[src/rtl/led_shift_driver_pkg.sv]
// led_shift_driver_pkg
// Shared front-panel definitions: serial-driver state encoding, the default
// frame geometry (3 rows of 24 bits) and the length of the chain-clear pulse.
// No ports; imported with "import led_shift_driver_pkg::*;".

package led_shift_driver_pkg;

    typedef enum logic [1:0] {
        IDLE  = 2'd0,
        CLEAR = 2'd1,
        SHIFT = 2'd2,
        LOAD  = 2'd3
    } shift_state_t;

    localparam int PANEL_ROWS       = 3;
    localparam int PANEL_ROW_BITS   = 24;
    localparam int PANEL_FRAME_BITS = PANEL_ROWS * PANEL_ROW_BITS;

    // Cycles that sclr_n is held low at the start of a frame when clearing is built in.
    localparam int CLEAR_CYCLES = 2;

    // Cycles spent outside IDLE for one frame: optional clear, WIDTH full sclk
    // periods, then the sload strobe.
    function automatic int frame_cycles(input int width, input int clk_div, input bit clear_en);
        return (clear_en ? CLEAR_CYCLES : 0) + 2 * clk_div * width + clk_div;
    endfunction

endpackage

[src/rtl/led_shift_driver_if.sv]
// led_shift_driver_if
// Bundles the formatter-facing frame input and the serial chain outputs.
//   display_bits   : packed frame, bit WIDTH-1 is shifted first
//   bits_valid     : capture display_bits into the pending register
//   timer_overflow : one-cycle pulse on every refresh-timer wrap
//   frame_done     : one-cycle pulse after the sload strobe ends
//   sclk/sdata     : shift clock / serial data to the external chain
//   sload          : active-high output-latch strobe
//   sclr_n         : active-low clear to the external chain
// Modports: master = formatter side, slave = led_shift_driver.

interface led_shift_driver_if
    import led_shift_driver_pkg::*;
#(
    parameter int WIDTH = PANEL_FRAME_BITS
);

    logic [WIDTH-1:0] display_bits;
    logic             bits_valid;
    logic             timer_overflow;
    logic             frame_done;
    logic             sclk;
    logic             sdata;
    logic             sload;
    logic             sclr_n;

    modport master (
        output display_bits,
        output bits_valid,
        input  timer_overflow,
        input  frame_done,
        input  sclk,
        input  sdata,
        input  sload,
        input  sclr_n
    );

    modport slave (
        input  display_bits,
        input  bits_valid,
        output timer_overflow,
        output frame_done,
        output sclk,
        output sdata,
        output sload,
        output sclr_n
    );

endinterface

[src/rtl/led_shift_driver_refresh_timer.sv]
// refresh_timer
// Free-running counter 0..REFRESH_CYCLES-1 with a registered one-cycle pulse
// on every wrap. Shared with the display formatter for multiplex stepping.
// Ports:
//   clk      : system clock
//   rst_n    : asynchronous active-low reset
//   overflow : high for the single cycle following each wrap

module refresh_timer #(
    parameter int REFRESH_CYCLES = 50000
) (
    input  logic clk,
    input  logic rst_n,
    output logic overflow
);

    localparam int CW = (REFRESH_CYCLES > 1) ? $clog2(REFRESH_CYCLES) : 1;
    localparam logic [CW-1:0] LAST = CW'(REFRESH_CYCLES - 1);

    logic [CW-1:0] count;

    // Count up and wrap; the wrap and the pulse happen on the same edge so the
    // pulse always lines up with count returning to zero.
    always_ff @(posedge clk or negedge rst_n) begin
        if (!rst_n) begin
            count    <= '0;
            overflow <= 1'b0;
        end else if (count == LAST) begin
            count    <= '0;
            overflow <= 1'b1;
        end else begin
            count    <= count + 1'b1;
            overflow <= 1'b0;
        end
    end

endmodule

[src/rtl/led_shift_driver.sv]
// led_shift_driver
// Serial back end of the front-panel display. Keeps a pending snapshot of the
// formatter's packed frame and, on every refresh-timer overflow, shifts it
// MSB-first into the external shift-register chain, then strobes sload.
// Ports:
//   clk   : system clock
//   rst_n : asynchronous active-low reset
//   bus   : led_shift_driver_if.slave (frame input, timer/frame pulses,
//           sclk/sdata/sload/sclr_n to the chain)
// Build option: define LED_SHIFT_CLEAR_EN to start every frame with a
// two-cycle sclr_n pulse; without it frames go straight from IDLE to SHIFT.
// All outputs are registered.

module led_shift_driver
    import led_shift_driver_pkg::*;
#(
    parameter int WIDTH          = PANEL_FRAME_BITS,
    parameter int CLK_DIV        = 4,
    parameter int REFRESH_CYCLES = 50000
) (
    input  logic              clk,
    input  logic              rst_n,
    led_shift_driver_if.slave bus
);

`ifdef LED_SHIFT_CLEAR_EN
    localparam bit CLEAR_EN = 1'b1;
`else
    localparam bit CLEAR_EN = 1'b0;
`endif

    localparam int FRAME_LEN = frame_cycles(WIDTH, CLK_DIV, CLEAR_EN);

    // One counter times both the sclk half-periods and the clear pulse.
    localparam int CNT_W = $clog2(CLK_DIV + CLEAR_CYCLES);
    localparam int BIT_W = (WIDTH > 1) ? $clog2(WIDTH) : 1;

    localparam logic [CNT_W-1:0] CD_LAST  = CNT_W'(CLK_DIV - 1);
    localparam logic [BIT_W-1:0] BIT_LAST = BIT_W'(WIDTH - 1);
`ifdef LED_SHIFT_CLEAR_EN
    localparam logic [CNT_W-1:0] CLEAR_LAST = CNT_W'(CLEAR_CYCLES - 1);
`endif

    if (CLK_DIV < 1) begin : g_bad_clk_div
        $error("led_shift_driver: CLK_DIV must be at least 1");
    end
    if (REFRESH_CYCLES <= FRAME_LEN) begin : g_bad_refresh
        $error("led_shift_driver: REFRESH_CYCLES must exceed the frame length");
    end

    shift_state_t     state_q, state_d;
    logic [CNT_W-1:0] cnt_q, cnt_d;
    logic [BIT_W-1:0] bit_q, bit_d;
    logic [WIDTH-1:0] shift_q, shift_d;
    logic [WIDTH-1:0] pending_q;
    logic             sclk_q, sclk_d;
    logic             sdata_q, sdata_d;
    logic             sload_q, sload_d;
    logic             sclr_n_q, sclr_n_d;
    logic             frame_done_q, frame_done_d;
    logic             timer_ovf;

    refresh_timer #(
        .REFRESH_CYCLES (REFRESH_CYCLES)
    ) u_refresh_timer (
        .clk      (clk),
        .rst_n    (rst_n),
        .overflow (timer_ovf)
    );

    // Pending snapshot: any bits_valid overwrites it, even mid-frame, because
    // the frame in flight works from its own copy in shift_q.
    always_ff @(posedge clk or negedge rst_n) begin
        if (!rst_n) begin
            pending_q <= '0;
        end else if (bus.bits_valid) begin
            pending_q <= bus.display_bits;
        end
    end

    // State and registered outputs.
    always_ff @(posedge clk or negedge rst_n) begin
        if (!rst_n) begin
            state_q      <= IDLE;
            cnt_q        <= '0;
            bit_q        <= '0;
            shift_q      <= '0;
            sclk_q       <= 1'b0;
            sdata_q      <= 1'b0;
            sload_q      <= 1'b0;
            sclr_n_q     <= 1'b0;
            frame_done_q <= 1'b0;
        end else begin
            state_q      <= state_d;
            cnt_q        <= cnt_d;
            bit_q        <= bit_d;
            shift_q      <= shift_d;
            sclk_q       <= sclk_d;
            sdata_q      <= sdata_d;
            sload_q      <= sload_d;
            sclr_n_q     <= sclr_n_d;
            frame_done_q <= frame_done_d;
        end
    end

    // Next state and next output values. sdata only changes when a new bit
    // is presented, so it keeps the last shifted bit through LOAD and IDLE.
    // An overflow seen outside IDLE is simply not looked at.
    always_comb begin
        state_d      = state_q;
        cnt_d        = cnt_q;
        bit_d        = bit_q;
        shift_d      = shift_q;
        sclk_d       = sclk_q;
        sdata_d      = sdata_q;
        sload_d      = sload_q;
        sclr_n_d     = 1'b1;
        frame_done_d = 1'b0;

        case (state_q)
            IDLE: begin
                if (timer_ovf) begin
                    shift_d = pending_q;
                    cnt_d   = '0;
                    bit_d   = '0;
                    sclk_d  = 1'b0;
`ifdef LED_SHIFT_CLEAR_EN
                    state_d  = CLEAR;
                    sclr_n_d = 1'b0;
`else
                    state_d = SHIFT;
                    sdata_d = pending_q[WIDTH-1];
`endif
                end
            end

`ifdef LED_SHIFT_CLEAR_EN
            CLEAR: begin
                if (cnt_q == CLEAR_LAST) begin
                    state_d = SHIFT;
                    cnt_d   = '0;
                    sdata_d = shift_q[WIDTH-1];
                end else begin
                    sclr_n_d = 1'b0;
                    cnt_d    = cnt_q + 1'b1;
                end
            end
`endif

            SHIFT: begin
                if (cnt_q == CD_LAST) begin
                    cnt_d = '0;
                    if (!sclk_q) begin
                        sclk_d = 1'b1;
                    end else begin
                        // Falling edge: advance to the next bit, or finish.
                        sclk_d  = 1'b0;
                        shift_d = shift_q << 1;
                        if (bit_q == BIT_LAST) begin
                            state_d = LOAD;
                            sload_d = 1'b1;
                        end else begin
                            bit_d   = bit_q + 1'b1;
                            sdata_d = shift_d[WIDTH-1];
                        end
                    end
                end else begin
                    cnt_d = cnt_q + 1'b1;
                end
            end

            LOAD: begin
                if (cnt_q == CD_LAST) begin
                    cnt_d        = '0;
                    sload_d      = 1'b0;
                    frame_done_d = 1'b1;
                    state_d      = IDLE;
                end else begin
                    cnt_d = cnt_q + 1'b1;
                end
            end

            default: begin
                state_d = IDLE;
            end
        endcase
    end

    assign bus.timer_overflow = timer_ovf;
    assign bus.frame_done     = frame_done_q;
    assign bus.sclk           = sclk_q;
    assign bus.sdata          = sdata_q;
    assign bus.sload          = sload_q;
    assign bus.sclr_n         = sclr_n_q;

endmodule

[src/flat_wrapper.sv]
// flat-port wrapper written by rule: the top's interface ports become plain ports
module led_shift_driver_flat import led_shift_driver_pkg::*;
#(
    parameter int WIDTH          = PANEL_FRAME_BITS,
    parameter int CLK_DIV        = 4,
    parameter int REFRESH_CYCLES = 50000
)
  (clk, rst_n, bus_display_bits, bus_bits_valid, bus_timer_overflow, bus_frame_done, bus_sclk, bus_sdata, bus_sload, bus_sclr_n);
  led_shift_driver_if #(.WIDTH(WIDTH)) bus_i ();
  input  logic clk;
  input  logic rst_n;
  input wire logic [$bits(bus_i.display_bits)-1:0] bus_display_bits;
  input wire logic [$bits(bus_i.bits_valid)-1:0] bus_bits_valid;
  output wire logic [$bits(bus_i.timer_overflow)-1:0] bus_timer_overflow;
  output wire logic [$bits(bus_i.frame_done)-1:0] bus_frame_done;
  output wire logic [$bits(bus_i.sclk)-1:0] bus_sclk;
  output wire logic [$bits(bus_i.sdata)-1:0] bus_sdata;
  output wire logic [$bits(bus_i.sload)-1:0] bus_sload;
  output wire logic [$bits(bus_i.sclr_n)-1:0] bus_sclr_n;
  assign bus_i.display_bits = bus_display_bits;
  assign bus_i.bits_valid = bus_bits_valid;
  assign bus_timer_overflow = bus_i.timer_overflow;
  assign bus_frame_done = bus_i.frame_done;
  assign bus_sclk = bus_i.sclk;
  assign bus_sdata = bus_i.sdata;
  assign bus_sload = bus_i.sload;
  assign bus_sclr_n = bus_i.sclr_n;
  led_shift_driver #(.WIDTH(WIDTH), .CLK_DIV(CLK_DIV), .REFRESH_CYCLES(REFRESH_CYCLES)) u_core (.clk(clk), .rst_n(rst_n), .bus(bus_i));
endmodule
[config.mk]
export PLATFORM = sky130hd
export DESIGN_NAME = led_shift_driver_flat
export DESIGN_NICKNAME = d
export VERILOG_FILES = /design/src/rtl/led_shift_driver_pkg.sv /design/src/rtl/led_shift_driver_if.sv /design/src/rtl/led_shift_driver_refresh_timer.sv /design/src/rtl/led_shift_driver.sv /design/src/flat_wrapper.sv
export SDC_FILE = /design/constraint.sdc
export NUM_CORES = 1
export LEC_CHECK = 0
export CAP_MARGIN = 20
export CORE_ASPECT_RATIO = 1.1
export CORE_UTILIZATION = 30
export DETAILED_ROUTE_END_ITERATION = 8
export SLEW_MARGIN = 40
export SYNTH_ARGS = -nofsm -noshare
export SYNTH_HDL_FRONTEND = slang
export SYNTH_SLANG_ARGS = --single-unit
[constraint.sdc]
create_clock -name clk -period 1.6 [get_ports clk]
set_input_delay 0.24 -clock clk [delete_from_list [all_inputs] [get_ports clk]]
set_output_delay 0.24 -clock clk [all_outputs]
set_load 0.01 [all_outputs]
==> results of run 1 <==
==> where the power goes <==
part           leakage, nW  internal (mW)  switching (mW)
sequential            2.29           4.66          0.0972
combinational         1.67          0.372           0.251
clock                0.314           2.74            1.85
total                 4.27           7.77            2.20
==> critical path, cell delays in order (launching register included) <==
cell and delay [ps]:
dfrtp_1 380, ha_2 200, nand4b_1 170, a21oi_4 230
buf_4 170, buf_6 110, buf_6 160, a31oi_1 90
==> sequential cells by signal (all words and copies together), names as in the netlist <==
signal and count:
u_core.u_refresh_timer.count 16, u_core.bit_q 7, u_core.shift_q 71, u_core.bus.sclr_n 1
u_core.state_q 2, u_core.bus.sdata 1, u_core.u_refresh_timer.overflow 1, u_core.cnt_q 3
u_core.bus.sclk 1, u_core.pending_q 72, u_core.bus.sload 1, u_core.bus.frame_done 1
==> cell usage after synthesis (all sizes together) (4+ instances only) <==
cell type	instances	area [um2]
nor2b	6	37.54
a31oi	71	444.2
xor2	4	35.03
nor3	5	25.02
xnor2	8	70.07
buf	26	125.1
nor2	82	307.8
o21ai	9	45.04
nand3	7	35.03
nand2b	6	37.54
nand4	5	31.28
inv	6	22.52
dfrtp	177	4429
nor4	5	37.53
a21oi	6	33.78
nand2	155	581.8
mux2	72	810.8
clkbuf	18	67.56
==> timing repair <==
action                                 CTS  global route
hold buffers                             1             0
gates cloned                             0             7
setup endpoints to repair                5            78
setup buffers                            0             5
gates resized for setup                  5            16
pin swaps                                1             1
endpoints found under the hold margin   53             0
==> per-layer routing <==
| layer | global-route usage, % | vias up | part of all wire (%) |
|---|---|---|---|
| li1 | - | 2576 | - |
| met1 | 16.25 | 2691 | 45 |
| met2 | 20.83 | 90 | 50 |
| met3 | 3.071 | 20 | 3.1 |
| met4 | 4.525 | 0 | 1.5 |
| met5 | 0 | - | 0 |
==> layout make-up <==
cell class / count / area (um2)
clock buffer: 19 / 452.9
clock inverter: 13 / 197.7
fill: 2337 / 14680
inverter: 6 / 22.52
multi-input combinational: 472 / 2848
sequential: 177 / 4431
tap: 310 / 387.9
timing repair buffer: 121 / 1375
==> cells by family after synthesis <==
group | after synthesis
xor gates and xnor gates | 12
buffers and inverters | 50
muxes | 73
adders and majority gates | 3
and+or+nand+nor | 284
DFF | 177
AOI/OAI and AO/OA | 99
other | 1
==> cell usage in the layout, fill, tap and decap left out, types with 6 or more instances in the layout <==
master / count
dfrtp_1: 176
nand2_1: 155
nor2_1: 74
clkdlybuf4s50_1: 74
mux2_2: 72
a31oi_1: 71
clkbuf_16: 23
buf_4: 20
buf_12: 12
o21ai_0: 9
xnor2_1: 8
nor2_2: 7
inv_1: 6
nand3_1: 6
==> final timing paths <==
check,start,to,slack [ps],cells past startpoint
min in group clk,bus_bits_valid,u_core.pending_q[57],330,3
worst min register to register,u_core.shift_q[0],u_core.shift_q[0],470,2
worst max-delay path,u_core.cnt_q[0],u_core.shift_q[61],-40,7
max in group asynchronous,rst_n,u_core.u_refresh_timer.overflow,660,3
worst max register to register,u_core.cnt_q[0],u_core.shift_q[61],-40,7
worst min-delay path,rst_n,u_core.pending_q[51],250,2
==> run metrics, run 1 <==
status complete, but fails checks; failing checks DRC, setup timing; Hold Violations, Final 0; Peak Freq 610.5 MHz; Seq cells post-synth 177; vias per inst 4.809; Post-Layout Inst Area 9714 um2; Starting Density 30.45%; setup TNS -581.4 ps; DR iter-0 viols 358; RSZ-0062 raised after global routing true; ys async rst share 100.0%; crit path launch type flop; number of synthesized flops with an enable pin 0; placed cell count 1073; DP Area 8802 um2; later-pin clock latency in the skew report 430 ps; CTS tree done; clk buf depth 2; Die X 152.0 um; Hold Crit Class input port to async pin; Global Route Usage Sum 12.67%; pwr/cell area 1026 nW/um2; main combinational cell family by area after synthesis simple AND/OR/NAND/NOR gates; die area 25400 um2; Worst Path Max Fanout 13; HPWL Detailed 10020 um; Pleak 4.274 nW; synthesized cell area 7430 um2; clk sinks 177; fin cells 1118; Synth Area per Inst 10.63 um2; final worst slack -37.92 ps; Synth cell types 40; # nets final 873; Die H 167.1 um; H-tree depth 4; drt total wl 16200 um; pin count of the biggest net entering global routing 72; Compound-Gate Fraction of Synth Area 8.387%; DR pass1 iterations 6; post-place setup slack -16.51 ps; peak supply drop 0.5048 mV; Core Util, Final 39.82%; register area share after synthesis 59.62%; mux cell area share after synthesis 11.05%; routed length per instance 14.49 um; Worst setup EP type flop; Slew Viols, Final 0; via count 5377; crit path kind flop to flop; Row Count 60; synthesis-to-layout area growth 30.75%; I/O pin cnt 81; initial antenna violation count 0; vias in the first global route 5105; Final Power 9.967 mW; Post-DRT Antenna Nets 0; Synth Area in XOR/XNOR 1.415%; WHS 246.1 ps; minimum clock period after layout 1638 ps; Clock transition at path regs 70 ps; clock skew 12.84 ps; # diodes 0; CP Data Required Time 1910 ps; Cells after Synth 699; final period utilization 102.4%; routability cong. 0.7174; max-cap violation count 0; Synth Area in Simple Gates 16.08%; Port Buffers 80; Worst EP arrival 1940 ps; Syn Nets 777; Yosys Warn Count 0; first-pass GRT wire length 25850 um; grt total ovfl 0; Root Driver clkbuf_16; area share of fa/ha/maj cells after synthesis 0.5052%; Core ar. 24400 um2; top_reg_cell synth dfrtp_1; Num CTS Buffers 17; Setup Viol. Count Final 29; layout cell share with drive strength beyond 1 20.30%; DRC viols 9
(Power assumes the default switching activity.)
==> run 2, diff against run 1 <==
SLEW_MARGIN = default   (was 40)
clock period = 1.7 ns   (was 1.6 ns; I/O delays follow)
==> run 2 against run 1 <==
Against the previous run: combinational power fell by 7.5%; clock power fell by 6.8%; clock skew barely moved; register-to-register slack improved by 150 ps; the run ends with DRC left; critical path type is now flop to primary output; worst setup slack improved by 95 ps; first-iteration DRC count fell by 31%; wire length fell by 6.0%.
==> run metrics, run 2 (synthesis results as in run 1) <==
# diodes 0; cell depth of the worst setup path 1; Pleak 4.143 nW; Root Driver clkbuf_16; initial antenna violation count 0; Die H 167.1 um; Worst EP arrival 1390 ps; die area 25400 um2; worst reg2reg setup slack 110 ps; minimum clock period after layout 1643 ps; Port Buffers 80; # nets final 858; Hold Crit Class input port to async pin; switching share of power 22.15%; later-pin clock latency in the skew report 430 ps; grt total ovfl 0; final period utilization 96.66%; Net Switching 2.067 mW; pwr/cell area 990.8 nW/um2; Post-Layout Inst Area 9419 um2; synthesis-to-layout area growth 26.78%; critical path's largest stage delay 550 ps; DRC viols 8; Reg2Reg Depth 7; vias in the first global route 5250; I/O pin cnt 81; Post-DRT Antenna Nets 0; final worst slack 56.80 ps; setup TNS 0 ps; slowest cell on the critical path clkdlybuf4s50_1; clk buf depth 2; Top reg by flops u_core.pending_q; Clock transition at path regs 70 ps; Die X 152.0 um; vias per inst 4.746; CP Data Required Time 1440 ps; via count 5235; Largest register FFs 72; layout cell share with drive strength beyond 1 17.28%; H-tree depth 4; buffers and inverters on the worst path 1; crit path launch type flop; crit path kind flop to primary output; Flop pwr share 48.0%; internal power 7.265 mW; peak supply drop 0.4667 mV; Crit path max-delay family buffers and inverters; Peak Freq 608.6 MHz; RSZ-0062 raised after global routing false; routability cong. 0.7303; max-cap violation count 0; most frequent cells in the layout 176 x dfrtp_1, 155 x nand2_1, 82 x nor2_1, 76 x clkdlybuf4s50_1, 72 x mux2_2; crit-path cells clkdlybuf4s50_1; DR iter-0 viols 247; commonest non-fill, non-tap cell in the layout dfrtp_1; Setup Viol. Count Final 0; Slew Viols, Final 0; failing checks DRC; Global Route Usage Sum 12.95%; Num CTS Buffers 17; Clock Power Share 45.9%; DP Area 8755 um2; Starting Density 30.45%; Core ar. 24400 um2; post-place setup slack 114.7 ps; HPWL Detailed 10000 um; clk sinks 177; drt total wl 15230 um; combinational cell fraction of total power 6.2%; biggest regs u_core.pending_q (72), u_core.shift_q (71), u_core.u_refresh_timer.count (16); clock skew 12.40 ps; status complete, but fails checks; Row Count 60; Worst setup EP type primary output; pin count of the biggest net entering global routing 73; Worst Path Max Fanout 4; Post-CTS Setup Inserts 0; routed length per instance 13.81 um; first-pass GRT wire length 26320 um; Hold Violations, Final 0; CTS tree done; DR pass1 iterations 9
-- run 2: cell types whose count changed in the layout (fill, tap and decap cells not counted), sizes merged --
cell           previous run  this run
dlygate4sd2               4         1
buf                      36        27
inv                      11        10
clkdlybuf4s50            74        76
clkbuf                   25        20
dlymetal6s2s              0         1
-- run 2: area by class of cell --
type | instances | area (um2)
fill | 2398 | 14980
sequential | 177 | 4431
multi-input combinational | 472 | 2805
timing repair buffer | 106 | 1131
clock buffer | 20 | 446.7
tap | 310 | 387.9
clock inverter | 12 | 195.2
inverter | 6 | 22.52
-- run 2: worst paths after layout --
| check | from | endpoint |
|---|---|---|
| max in group asynchronous | rst_n | u_core.pending_q[55] |
| min | rst_n | u_core.pending_q[51] |
| max reg2reg | u_core.cnt_q[0] | u_core.shift_q[31] |
| max | u_core.u_refresh_timer.overflow | bus_timer_overflow |
| min reg2reg | u_core.shift_q[0] | u_core.shift_q[0] |
| min in group clk | bus_display_bits[7] | u_core.pending_q[7] |
-- run 2: what timing repair did --
item	in CTS	in global routing
gates resized for setup	2	3
pin swaps	0	0
hold endpoints to repair	30	0
hold buffers	1	0
setup endpoints to repair	2	2
-- run 2: metal layers --
metal / wire, um / GRT usage (%)
met1: 6861 / 16.25
met2: 7644 / 21.90
met3: 428 / 2.212
met4: 295 / 5.768
met5: 0 / 0
-- run 2: stage by stage --
| step | std cells | hold WS, ps | utilization (%) | power, mW |
|---|---|---|---|---|
| after floorplan | 699 | -40.59 | - | 4.788 |
| after global placement | 1070 | 178.1 | 35.88 | 5.135 |
| after detailed placement | 1070 | 185.3 | 35.88 | 5.150 |
| after CTS | 1103 | 284.6 | 38.55 | 9.481 |
| after global routing | 1103 | 314.0 | 38.61 | 9.700 |
| final | 1103 | 279.9 | 38.61 | 9.332 |
-- run 2: power groups by stage --
stage	Sequential (mW)	Combinational, mW	Clock (mW)
2_1_floorplan	4.52	0.264	0
3_3_place_gp	4.55	0.584	0
3_5_place_dp	4.56	0.591	0
6_report	4.47	0.576	4.28
4_1_cts	4.48	0.596	4.41
5_1_grt	4.50	0.649	4.55
